[src/rtl/cd_host_pkg.sv]
// Shared constants and types for the CD block host interface.
package cd_host_pkg;

  // Word offsets (AA[15:1]) of the host-visible registers.
  localparam logic [14:0] OFS_DTR   = 15'h0000;  // byte 0x00
  localparam logic [14:0] OFS_HIRQ  = 15'h0004;  // byte 0x08
  localparam logic [14:0] OFS_HMASK = 15'h0006;  // byte 0x0C
  localparam logic [14:0] OFS_CR1   = 15'h000C;  // byte 0x18, CR2..CR4 follow every 4 bytes

  // HIRQ bit positions.
  localparam int HIRQ_CMOK = 0;
  localparam int HIRQ_DRDY = 1;
  localparam logic [15:0] CMOK_MASK = 16'h0001;
  localparam logic [15:0] DRDY_MASK = 16'h0002;

  // Power-up response bank spells "CDBLOCK" so the BIOS sees a live drive.
  localparam logic [63:0] CRR_RESET = 64'h0043_4442_4C4F_434B;

  typedef enum logic [1:0] {
    ST_IDLE  = 2'd0,
    ST_ISSUE = 2'd1,
    ST_RESP  = 2'd2
  } cmd_state_e;

  // Merge host write data into a register according to the active-low byte strobes.
  function automatic logic [15:0] lane_merge(input logic [15:0] cur, input logic [15:0] din,
                                             input logic wru_n, input logic wrl_n);
    logic [15:0] r;
    r = cur;
    if (!wru_n) r[15:8] = din[15:8];
    if (!wrl_n) r[7:0]  = din[7:0];
    return r;
  endfunction

endpackage

[src/rtl/cd_host_fifo.sv]
// Show-ahead data-transfer FIFO: head word is visible before it is popped.
module cd_host_fifo #(
  parameter int FIFO_DEPTH = 16
) (
  input  logic                          clk_i,
  input  logic                          rst_i,
  input  logic                          ce_i,
  input  logic                          push_i,
  input  logic [15:0]                   push_data_i,
  input  logic                          pop_i,
  output logic [15:0]                   head_o,
  output logic [$clog2(FIFO_DEPTH):0]   count_o,
  output logic                          full_o,
  output logic                          empty_o
);
  localparam int AW = $clog2(FIFO_DEPTH);

  logic [15:0]   mem_q [FIFO_DEPTH];
  logic [AW-1:0] wr_ptr_q, rd_ptr_q;
  logic [AW:0]   count_q;
  logic          do_push, do_pop;

  assign full_o  = (count_q == (AW + 1)'(FIFO_DEPTH));
  assign empty_o = (count_q == '0);
  // A push into a full FIFO is dropped even if a pop happens in the same cycle.
  assign do_push = ce_i & push_i & ~full_o;
  assign do_pop  = ce_i & pop_i & ~empty_o;
  assign head_o  = mem_q[rd_ptr_q];
  assign count_o = count_q;

  // Storage array, written only on accepted pushes.
  always_ff @(posedge clk_i) begin
    if (do_push) mem_q[wr_ptr_q] <= push_data_i;
  end

  // Pointers and occupancy; simultaneous push and pop leave the count unchanged.
  always_ff @(posedge clk_i) begin
    if (rst_i) begin
      wr_ptr_q <= '0;
      rd_ptr_q <= '0;
      count_q  <= '0;
    end else begin
      if (do_push) wr_ptr_q <= wr_ptr_q + 1'b1;
      if (do_pop)  rd_ptr_q <= rd_ptr_q + 1'b1;
      case ({do_push, do_pop})
        2'b10:   count_q <= count_q + 1'b1;
        2'b01:   count_q <= count_q - 1'b1;
        default: count_q <= count_q;
      endcase
    end
  end

endmodule

[src/rtl/cd_host_if.sv]
// CD block host interface: A-bus register file, command handshake to the drive
// model and the sector data FIFO read through DTR.
module cd_host_if
  import cd_host_pkg::*;
#(
  parameter int FIFO_DEPTH = 16,
  parameter int WAIT_MAX   = 255
) (
  input  logic        CLK,
  input  logic        RST,
  input  logic        CE_R,
  input  logic        CS_N,
  input  logic [14:0] A,
  input  logic [15:0] DI,
  output logic [15:0] DO,
  input  logic        RD_N,
  input  logic        WRU_N,
  input  logic        WRL_N,
  output logic        WAIT_N,
  output logic        IRQ_N,
  output logic        CMD_VALID,
  output logic [63:0] CMD,
  input  logic        CMD_READY,
  input  logic        RSP_VALID,
  input  logic [63:0] RSP,
  input  logic [15:0] RSP_HIRQ,
  output logic        RSP_READY,
  input  logic [15:0] STAT_HIRQ,
  input  logic        DATA_WR,
  input  logic [15:0] DATA_IN,
  output logic        DATA_FULL
);
  localparam logic [7:0] WAIT_LIMIT = 8'(WAIT_MAX);

  // Access detection: side effects fire once, on the first cycle of an access.
  logic acc, acc_new, acc_start, wr_start, rd_start, prev_acc_q;
  logic hit_dtr, hit_hirq, hit_hmask;
  logic [3:0] cr_hit;

  logic [15:0] hirq_q, hirq_d, hirq_set;
  logic [15:0] hmask_q, hmask_d;
  logic [15:0] crw_q [4];
  logic [15:0] crw_d [4];
  logic [63:0] crr_q, cmd_q, cmd_d;
  cmd_state_e  state_q, state_d;
  logic        launch, cmd_acc, rsp_done, drdy_set;
  logic        irq_n_q;

  logic        wait_q;
  logic [7:0]  wait_cnt_q;
  logic        wait_hold, fifo_pop;

  logic [15:0] fifo_head;
  logic [$clog2(FIFO_DEPTH):0] fifo_count;
  logic        fifo_full, fifo_empty;

  assign acc       = ~CS_N & (~RD_N | ~WRU_N | ~WRL_N);
  assign acc_new   = acc & ~prev_acc_q;
  assign acc_start = CE_R & acc_new;
  assign wr_start  = acc_start & (~WRU_N | ~WRL_N);
  assign rd_start  = acc_start & ~RD_N;
  assign hit_dtr   = (A == OFS_DTR);
  assign hit_hirq  = (A == OFS_HIRQ);
  assign hit_hmask = (A == OFS_HMASK);

  // CR write bank decode and byte-lane merge.
  for (genvar gi = 0; gi < 4; gi++) begin : g_cr
    assign cr_hit[gi] = (A == OFS_CR1 + 15'(2 * gi));
    assign crw_d[gi]  = (wr_start && cr_hit[gi]) ? lane_merge(crw_q[gi], DI, WRU_N, WRL_N)
                                                 : crw_q[gi];
  end

  // A CR4 write launches a command only when the previous one has completed (CMOK).
  assign launch   = wr_start & cr_hit[3] & (state_q == ST_IDLE) & hirq_q[HIRQ_CMOK];
  assign cmd_acc  = CE_R & (state_q == ST_ISSUE) & CMD_READY;
  assign rsp_done = CE_R & (state_q == ST_RESP) & RSP_VALID;
  assign cmd_d    = launch ? {crw_d[0], crw_d[1], crw_d[2], crw_d[3]} : cmd_q;
  assign hmask_d  = (wr_start && hit_hmask) ? lane_merge(hmask_q, DI, WRU_N, WRL_N) : hmask_q;

  // DRDY marks the FIFO going from empty to holding a word.
  assign drdy_set = DATA_WR & (fifo_count == '0);
  assign hirq_set = STAT_HIRQ | (rsp_done ? (CMOK_MASK | RSP_HIRQ) : 16'h0000)
                  | (drdy_set ? DRDY_MASK : 16'h0000);

  // HIRQ next state: host write-0-to-clear, launch clears CMOK, then sets override clears.
  always_comb begin
    hirq_d = hirq_q;
    if (wr_start && hit_hirq) begin
      if (!WRU_N) hirq_d[15:8] = hirq_q[15:8] & DI[15:8];
      if (!WRL_N) hirq_d[7:0]  = hirq_q[7:0] & DI[7:0];
    end
    if (launch) hirq_d[HIRQ_CMOK] = 1'b0;
    hirq_d = hirq_d | hirq_set;
  end

  // Command FSM next state: one transition per enabled cycle.
  always_comb begin
    state_d = state_q;
    case (state_q)
      ST_IDLE:  if (launch)   state_d = ST_ISSUE;
      ST_ISSUE: if (cmd_acc)  state_d = ST_RESP;
      ST_RESP:  if (rsp_done) state_d = ST_IDLE;
      default:                state_d = ST_IDLE;
    endcase
  end

  // Register file, command snapshot, response bank and interrupt output.
  always_ff @(posedge CLK) begin
    if (RST) begin
      prev_acc_q <= 1'b0;
      hirq_q     <= CMOK_MASK;
      hmask_q    <= 16'hFFFF;
      crr_q      <= CRR_RESET;
      cmd_q      <= '0;
      state_q    <= ST_IDLE;
      irq_n_q    <= 1'b0;
      for (int i = 0; i < 4; i++) crw_q[i] <= '0;
    end else if (CE_R) begin
      prev_acc_q <= acc;
      hirq_q     <= hirq_d;
      hmask_q    <= hmask_d;
      cmd_q      <= cmd_d;
      state_q    <= state_d;
      irq_n_q    <= ~|(hirq_q & hmask_q);
      if (rsp_done) crr_q <= RSP;
      for (int i = 0; i < 4; i++) crw_q[i] <= crw_d[i];
    end
  end

  // DTR wait tracking: armed by a read of an empty FIFO, ends on data, timeout or host release.
  always_ff @(posedge CLK) begin
    if (RST) begin
      wait_q     <= 1'b0;
      wait_cnt_q <= '0;
    end else if (CE_R) begin
      if (rd_start && hit_dtr && fifo_empty) begin
        wait_q     <= 1'b1;
        wait_cnt_q <= 8'd1;
      end else if (wait_q) begin
        if (!acc || !fifo_empty || wait_cnt_q >= WAIT_LIMIT) wait_q <= 1'b0;
        else if (wait_cnt_q != 8'hFF) wait_cnt_q <= wait_cnt_q + 8'd1;
      end
    end
  end

  // The start cycle of an empty DTR read already stalls the bus, so the hold is combinational.
  assign wait_hold = fifo_empty & ((acc_new & ~RD_N & hit_dtr)
                                   | (wait_q & acc & (wait_cnt_q < WAIT_LIMIT)));
  assign WAIT_N    = ~(wait_hold & ~RST);
  assign fifo_pop  = (rd_start & hit_dtr & ~fifo_empty) | (wait_q & acc & ~fifo_empty);

  cd_host_fifo #(.FIFO_DEPTH(FIFO_DEPTH)) u_fifo (
    .clk_i       (CLK),
    .rst_i       (RST),
    .ce_i        (CE_R),
    .push_i      (DATA_WR),
    .push_data_i (DATA_IN),
    .pop_i       (fifo_pop),
    .head_o      (fifo_head),
    .count_o     (fifo_count),
    .full_o      (fifo_full),
    .empty_o     (fifo_empty)
  );

  // Read mux: only drives the bus during a selected read.
  always_comb begin
    DO = 16'h0000;
    if (!CS_N && !RD_N) begin
      case (A)
        OFS_DTR:            DO = fifo_empty ? 16'h0000 : fifo_head;
        OFS_HIRQ:           DO = hirq_q;
        OFS_HMASK:          DO = hmask_q;
        OFS_CR1:            DO = crr_q[63:48];
        OFS_CR1 + 15'd2:    DO = crr_q[47:32];
        OFS_CR1 + 15'd4:    DO = crr_q[31:16];
        OFS_CR1 + 15'd6:    DO = crr_q[15:0];
        default:            DO = 16'h0000;
      endcase
    end
  end

  assign IRQ_N     = irq_n_q;
  assign CMD       = cmd_q;
  assign CMD_VALID = (state_q == ST_ISSUE) & ~RST;
  assign RSP_READY = (state_q == ST_RESP) & ~RST;
  assign DATA_FULL = fifo_full;

endmodule

[config.mk]
export PLATFORM = sky130hd
export DESIGN_NAME = cd_host_if
export DESIGN_NICKNAME = d
export VERILOG_FILES = /design/src/rtl/cd_host_pkg.sv /design/src/rtl/cd_host_fifo.sv /design/src/rtl/cd_host_if.sv
export SDC_FILE = /design/constraint.sdc
export NUM_CORES = 1
export LEC_CHECK = 0
export CORE_MARGIN = 1
export CORE_UTILIZATION = 55
export DETAILED_ROUTE_END_ITERATION = 12
export GPL_TIMING_DRIVEN = 0
export HOLD_SLACK_MARGIN = 0.1
export PLACE_DENSITY = 0.78
export SYNTH_ARGS = -nofsm -noshare
export SYNTH_HDL_FRONTEND = slang
export SYNTH_SLANG_ARGS = --single-unit
[constraint.sdc]
create_clock -name CLK -period 5.15 [get_ports CLK]
set_input_delay 1.2875 -clock CLK [delete_from_list [all_inputs] [get_ports CLK]]
set_output_delay 1.2875 -clock CLK [all_outputs]
set_load 0.02 [all_outputs]
==> results of run 1 <==
critical path: stages:
cell	delay, ns
clkdlybuf4s50_1	0.45
nor4_4	0.33
nand3_2	0.18
or2_1	0.25
buf_2	0.21
clkbuf_2	0.24
nor2_1	0.19
a221oi_2	0.09
a21oi_2	0.24
clkdlybuf4s15_2	0.30
power groups by stage:
stage,clock [uW],combinational [uW],sequential (uW)
finish,3720,408,4410
global placement,0,384,4500
floorplan,0,152,4490
global route,3890,427,4410
CTS,3740,401,4410
detailed placement,0,394,4500
cell usage in the layout (no fill, tap or decap), types with 10 or more instances in the layout:
master             n
a211o_1           17
a211oi_1          66
a21o_1            14
a21oi_1           73
a221oi_1          11
buf_1             11
buf_2             18
buf_4             13
buf_6             10
buf_8             10
clkbuf_1          66
clkbuf_16         50
clkdlybuf4s50_1  217
clkinv_2          11
dfxtp_1          190
edfxtp_1         320
mux2_2            31
mux2i_1           83
mux4_2            80
nand2_1          182
nand3b_1          26
nor2_1           166
nor2_2            13
nor2b_1           23
nor3_1            10
o21ai_0           25
final cells by class:
type	instances	share of cell area, %
flip-flops and latches	510	51.27
multi-input cells	946	27.87
repair buffers	262	10.23
clock buffers	62	5.069
well taps	511	2.444
plain buffers	99	1.750
clock inverters	32	1.272
inverters	7	0.1004
metrics by stage:
stage | setup slack [ns] | utilization, % | total power (uW) | hold WS [ns]
detailed placement | -0.9273 | 64.67 | 4894 | 0.4452
CTS | 0.0003686 | 69.36 | 8551 | 0.4542
finish | 0.07235 | 69.46 | 8540 | 0.4554
global placement | -0.8454 | 63.80 | 4881 | 0.4404
global route | 0.003512 | 69.46 | 8731 | 0.4708
floorplan | 0.9185 | - | 4644 | 0.4317
sequential cells by signal, summed over array words and instances (netlist names), named ones only:
name	flops
u_fifo.mem_q	256
CMD	64
crr_q	64
crw_q	64
hirq_q	16
hmask_q	16
wait_cnt_q	8
u_fifo.count_o	5
u_fifo.rd_ptr_q	4
u_fifo.wr_ptr_q	4
state_q	2
IRQ_N	1
prev_acc_q	1
wait_q	1
per-layer routing:
metal / global-route usage [%] / vias up
met4: 14.53 / 0
met5: 0 / -
met1: 38.32 / 7208
met3: 5.310 / 174
met2: 51.42 / 829
li1: - / 6489
final timing paths:
| path | start | to | slack, ns |
|---|---|---|---|
| worst min-delay path | crr_q[21] | crr_q[21] | 0.46 |
| worst max register to register | u_fifo.count_o[1] | u_fifo.count_o[4] | 1.54 |
| worst min register to register | crr_q[21] | crr_q[21] | 0.46 |
| worst max-delay path | A[0] | DO[8] | 0.07 |
cells by family (layout without fill, tap and decap cells):
logic type | count (synthesis) | in the layout | synth area share, %
flops | 510 | 510 | 63.73
simple gates | 481 | 481 | 10.80
compound gates | 249 | 249 | 7.972
mux | 196 | 196 | 14.27
buf+inv | 106 | 462 | 2.235
xor+xnor | 11 | 11 | 0.4577
fa+ha+maj | 9 | 9 | 0.5350
repair_timing:
action | CTS | global route
gates cloned | 0 | 0
setup buffers | 7 | 4
resized for setup | 44 | 25
pin swaps | 4 | 1
endpoints found under the setup margin | 16 | 16
==> run metrics, run 1 <==
status complete, no violations; I/O pin cnt 238; final instance area 26160 um2; First DRT Iteration DRCs 1427; GPL Wtd Cong 0.9342; relative slew slack 20.80%; Seq/Total Area, Yosys 63.73%; vias in the first global route 14.59k; Crit. End Element output pin; placed cell area 24360 um2; R2R depth 13; WHS Path Cells 2; internal power 6705 uW; Comb pwr share 4.8%; sequential fraction of design power 51.7%; CORE AREA 37670 um2; Final Hold Fails 0; multi-input logic area 7291 um2; worst slew pin tran 1.182 ns; CTS root buffer clkbuf_16; Die ar. 39060 um2; grt ovf 0; DRT Pass-1 Iters 6; #FFs+latches synth 510; post-synthesis cell type count 64; LEAKAGE 0.008983 uW; Ys Warns 0; Post-CTS Hold Buffers 0; Post-synth EDFFs 320; synthesis-to-layout area growth 24.31%; syn nets 1724; placed cell count 2324; Hold Crit Class reg -> reg; Final Max Tran Viols 0; Syn Area/Cell 13.47 um2; antenna viol nets, final 0; commonest cells in the synthesized netlist edfxtp_1, dfxtp_1, nand2_1, nor2_1, mux2i_1; via count 14.70k; Switching Share 21.49%; Max Cap Viol 0; initial antenna violation count 0; largest cells by area after synthesis edfxtp_1, dfxtp_1, mux4_2; Max Freq 0.1969 GHz; crit path max fanout 10; Worst setup SP type input port; sequential standard cell area 13410 um2; GRT Overall Usage 30.50%; Setup TNS Final 0 ns; Final Non-Filler Cells 2429; layout cell share with drive strength beyond 1 16.32%; initial core utilization 55.88%; Port Buf Inserts 234; CTS buffer count 50; post-synth top area share 45.65%; Met3 Wirelength 5.231 mm; DR top layer met4; minimum clock period 5.078 ns; wire length per cell 24.25 um; Critical Path RT 3.86 ns; Worst Path Arrival 3.79 ns; hpwl dp 40.40 mm; largest net degree at the start of global routing 66; post-synth top area cell edfxtp_1; pwr dens 326.4 nW/um2; RSZ-0062 raised after global routing false; Die H 197.6 um; most frequent cell after synthesis edfxtp_1; # nets final 2038; CTS tree done; Worst-Skew Late Latency 0.60 ns; H-tree depth 2; Die X-Extent 197.6 um; Post-synth ARST share 0%; final wirelength 58.90 mm; Num Clock Sinks 510; clock-pin slew on the worst setup and hold paths 0.06 ns; switching power 1836 uW; Main synth FF type edfxtp_1; Filler cells 2642; Worst VDD drop 0.0002874 V; first-pass GRT wire length 87.35 mm; antenna fix cells 0; CTS max path bufs 3; share of total power in the clock network 43.6%; Final setup violation count 0; Post-Syn Instances 1562; clock skew 0.02223 ns; WS Path Type in -> out; met2 WL 29.06 mm; Metal-1 WL 21.77 mm; DRC errors left 0; num rows 71; synthesized area 21050 um2; crit share post-route 98.60%; vias per cell 6.052
Note: power is estimated with default switching activity, not from simulation.
==> run 2: changes to the inputs <==
--- a/config.mk
+++ b/config.mk
@@ -5,6 +5,7 @@
 export SDC_FILE = /design/constraint.sdc
 export NUM_CORES = 1
 export LEC_CHECK = 0
+export CORE_ASPECT_RATIO = 1.4
 export CORE_MARGIN = 1
 export CORE_UTILIZATION = 55
 export DETAILED_ROUTE_END_ITERATION = 12
==> run metrics, run 2 (synthesis results as in run 1) <==
DRT Pass-1 Iters 5; GPL Wtd Cong 0.9167; via count 14.59k; hpwl dp 43.16 mm; final core occ 68.90%; Final Hold Fails 0; R2R depth 13; CTS buffer count 47; I/O pin cnt 238; grt ovf 0; Critical Path RT 3.86 ns; layout cell share with drive strength beyond 1 15.12%; R2R Path Start u_fifo.count_o[1]; pwr dens 312.2 nW/um2; wire length per cell 25.05 um; terminus of the critical flop-to-flop path u_fifo.count_o[4]; minimum clock period 5.059 ns; First DRT Iteration DRCs 1466; LEAKAGE 0.008918 uW; WS Path Type reg -> out; Top reg by flops u_fifo.mem_q; Die X-Extent 167.3 um; DRC errors left 0; GRT Overall Usage 30.95%; antenna viol nets, final 0; status complete, no violations; Max Cap Viol 0; num rows 84; commonest non-fill, non-tap cell in the layout edfxtp_1; Overall Power 8093 uW; Final Max Tran Viols 0; sequential fraction of design power 54.5%; Worst setup SP type register; # nets final 2030; HP Start crr_q[24]; vias in the first global route 14.81k; worst slew pin tran 0.9595 ns; initial antenna violation count 1; clock-pin slew on the worst setup and hold paths 0.06 ns; Num Clock Sinks 510; CORE AREA 37630 um2; Worst R2R Setup Slack 1.73 ns; H-tree depth 2; Switching Share 21.19%; multi-input logic area 7297 um2; crit path max fanout 10; Hold Crit Class reg -> reg; Port Buf Inserts 234; commonest cells after routing, fill and taps aside edfxtp_1, clkdlybuf4s50_1, dfxtp_1; RSZ-0062 raised after global routing false; Die ar. 39070 um2; max reg flops 256; final wirelength 59.62 mm; sequential standard cell area 13410 um2; share of total power in the clock network 40.5%; Crit. End Element output pin; Worst Path Arrival 3.77 ns; WHS Path Cells 2; first-pass GRT wire length 88.16 mm; crit share post-route 98.23%; Comb pwr share 5.0%; clock skew 0.01712 ns; internal power 6378 uW; initial core utilization 55.94%; relative slew slack 35.68%; Post-CTS Hold Buffers 0; Final setup violation count 0; largest net degree at the start of global routing 66; CTS root buffer clkbuf_16; synthesis-to-layout area growth 23.17%; Worst Hold End crr_q[24]; Filler cells 2646; hold slack 0.4585 ns; switching power 1715 uW; Max Freq 0.1977 GHz; CTS tree done; Die H 233.5 um; vias per cell 6.130; Worst VDD drop 0.0003129 V; Worst-Skew Late Latency 0.56 ns; CTS max path bufs 3
==> run 2: repair_timing <==
| action | 4_1_cts | 5_1_grt |
|---|---|---|
| cloned | 0 | 0 |
| buffers inserted | 6 | 1 |
| hold endpoints to repair | 0 | 0 |
| pin swaps | 4 | 1 |
| gates resized for setup | 39 | 12 |
| setup endpoints to repair | 16 | 11 |
==> run 2: how the worst max path moves through the flow <==
stage	from	endpoint	slack (ns)	cells after the start
after floorplan	A[0]	DO[12]	0.92	8
after global placement	A[6]	DO[13]	-0.72	8
after detailed placement	A[6]	DO[13]	-0.77	8
after CTS	A[6]	DO[9]	0.03	10
after global routing	A[6]	DO[0]	0.007	10
final	register	DO[6]	0.09	7
==> run 2: final cells by class <==
cell class / count / area share [%]
Sequential cell: 510 / 51.74
Multi-Input combinational cell: 946 / 28.15
Timing Repair Buffer: 257 / 10.42
Clock buffer: 66 / 5.015
Tap cell: 473 / 2.283
Buffer: 99 / 1.786
Clock inverter: 20 / 0.4875
Inverter: 7 / 0.1014
Antenna cell: 2 / 0.01931
==> run 2: worst max-delay path, stage by stage (launching register included) <==
cell and delay (ns):
dfxtp_1 0.31, clkbuf_1 0.46, buf_1 0.65, mux4_2 0.45
mux4_2 0.51, a221oi_1 0.37, nor2_2 0.12, dlygate4sd2_1 0.34
==> run 2: power by group through the flow <==
stage	sequential, uW	clock, uW	combinational (uW)
after floorplan	4490	0	152
after global placement	4500	0	378
after detailed placement	4500	0	390
after CTS	4410	3300	396
after global routing	4420	3450	423
final	4410	3280	401
==> run 2: metal layers <==
layer	vias up	wire length [um]	share of wire (%)	track usage (%)
li1	6476	-	-	-
met1	7129	20600	35	34.31
met2	757	30510	51	55.01
met3	226	4087	6.9	4.710
met4	2	4401	7.4	21.04
met5	-	12	0.020	0
==> run 2: through the flow <==
stage | instance area [um2] | setup slack, ns | TNS (ns) | instances
floorplan | 21050 | 0.9185 | 0 | 1562
global placement | 23980 | -0.7192 | -15.94 | 2269
detailed placement | 24360 | -0.7664 | -9.476 | 2285
CTS | 25900 | 0.02514 | 0 | 2377
global route | 25920 | 0.006638 | 0 | 2378
finish | 25920 | 0.09107 | 0 | 2380
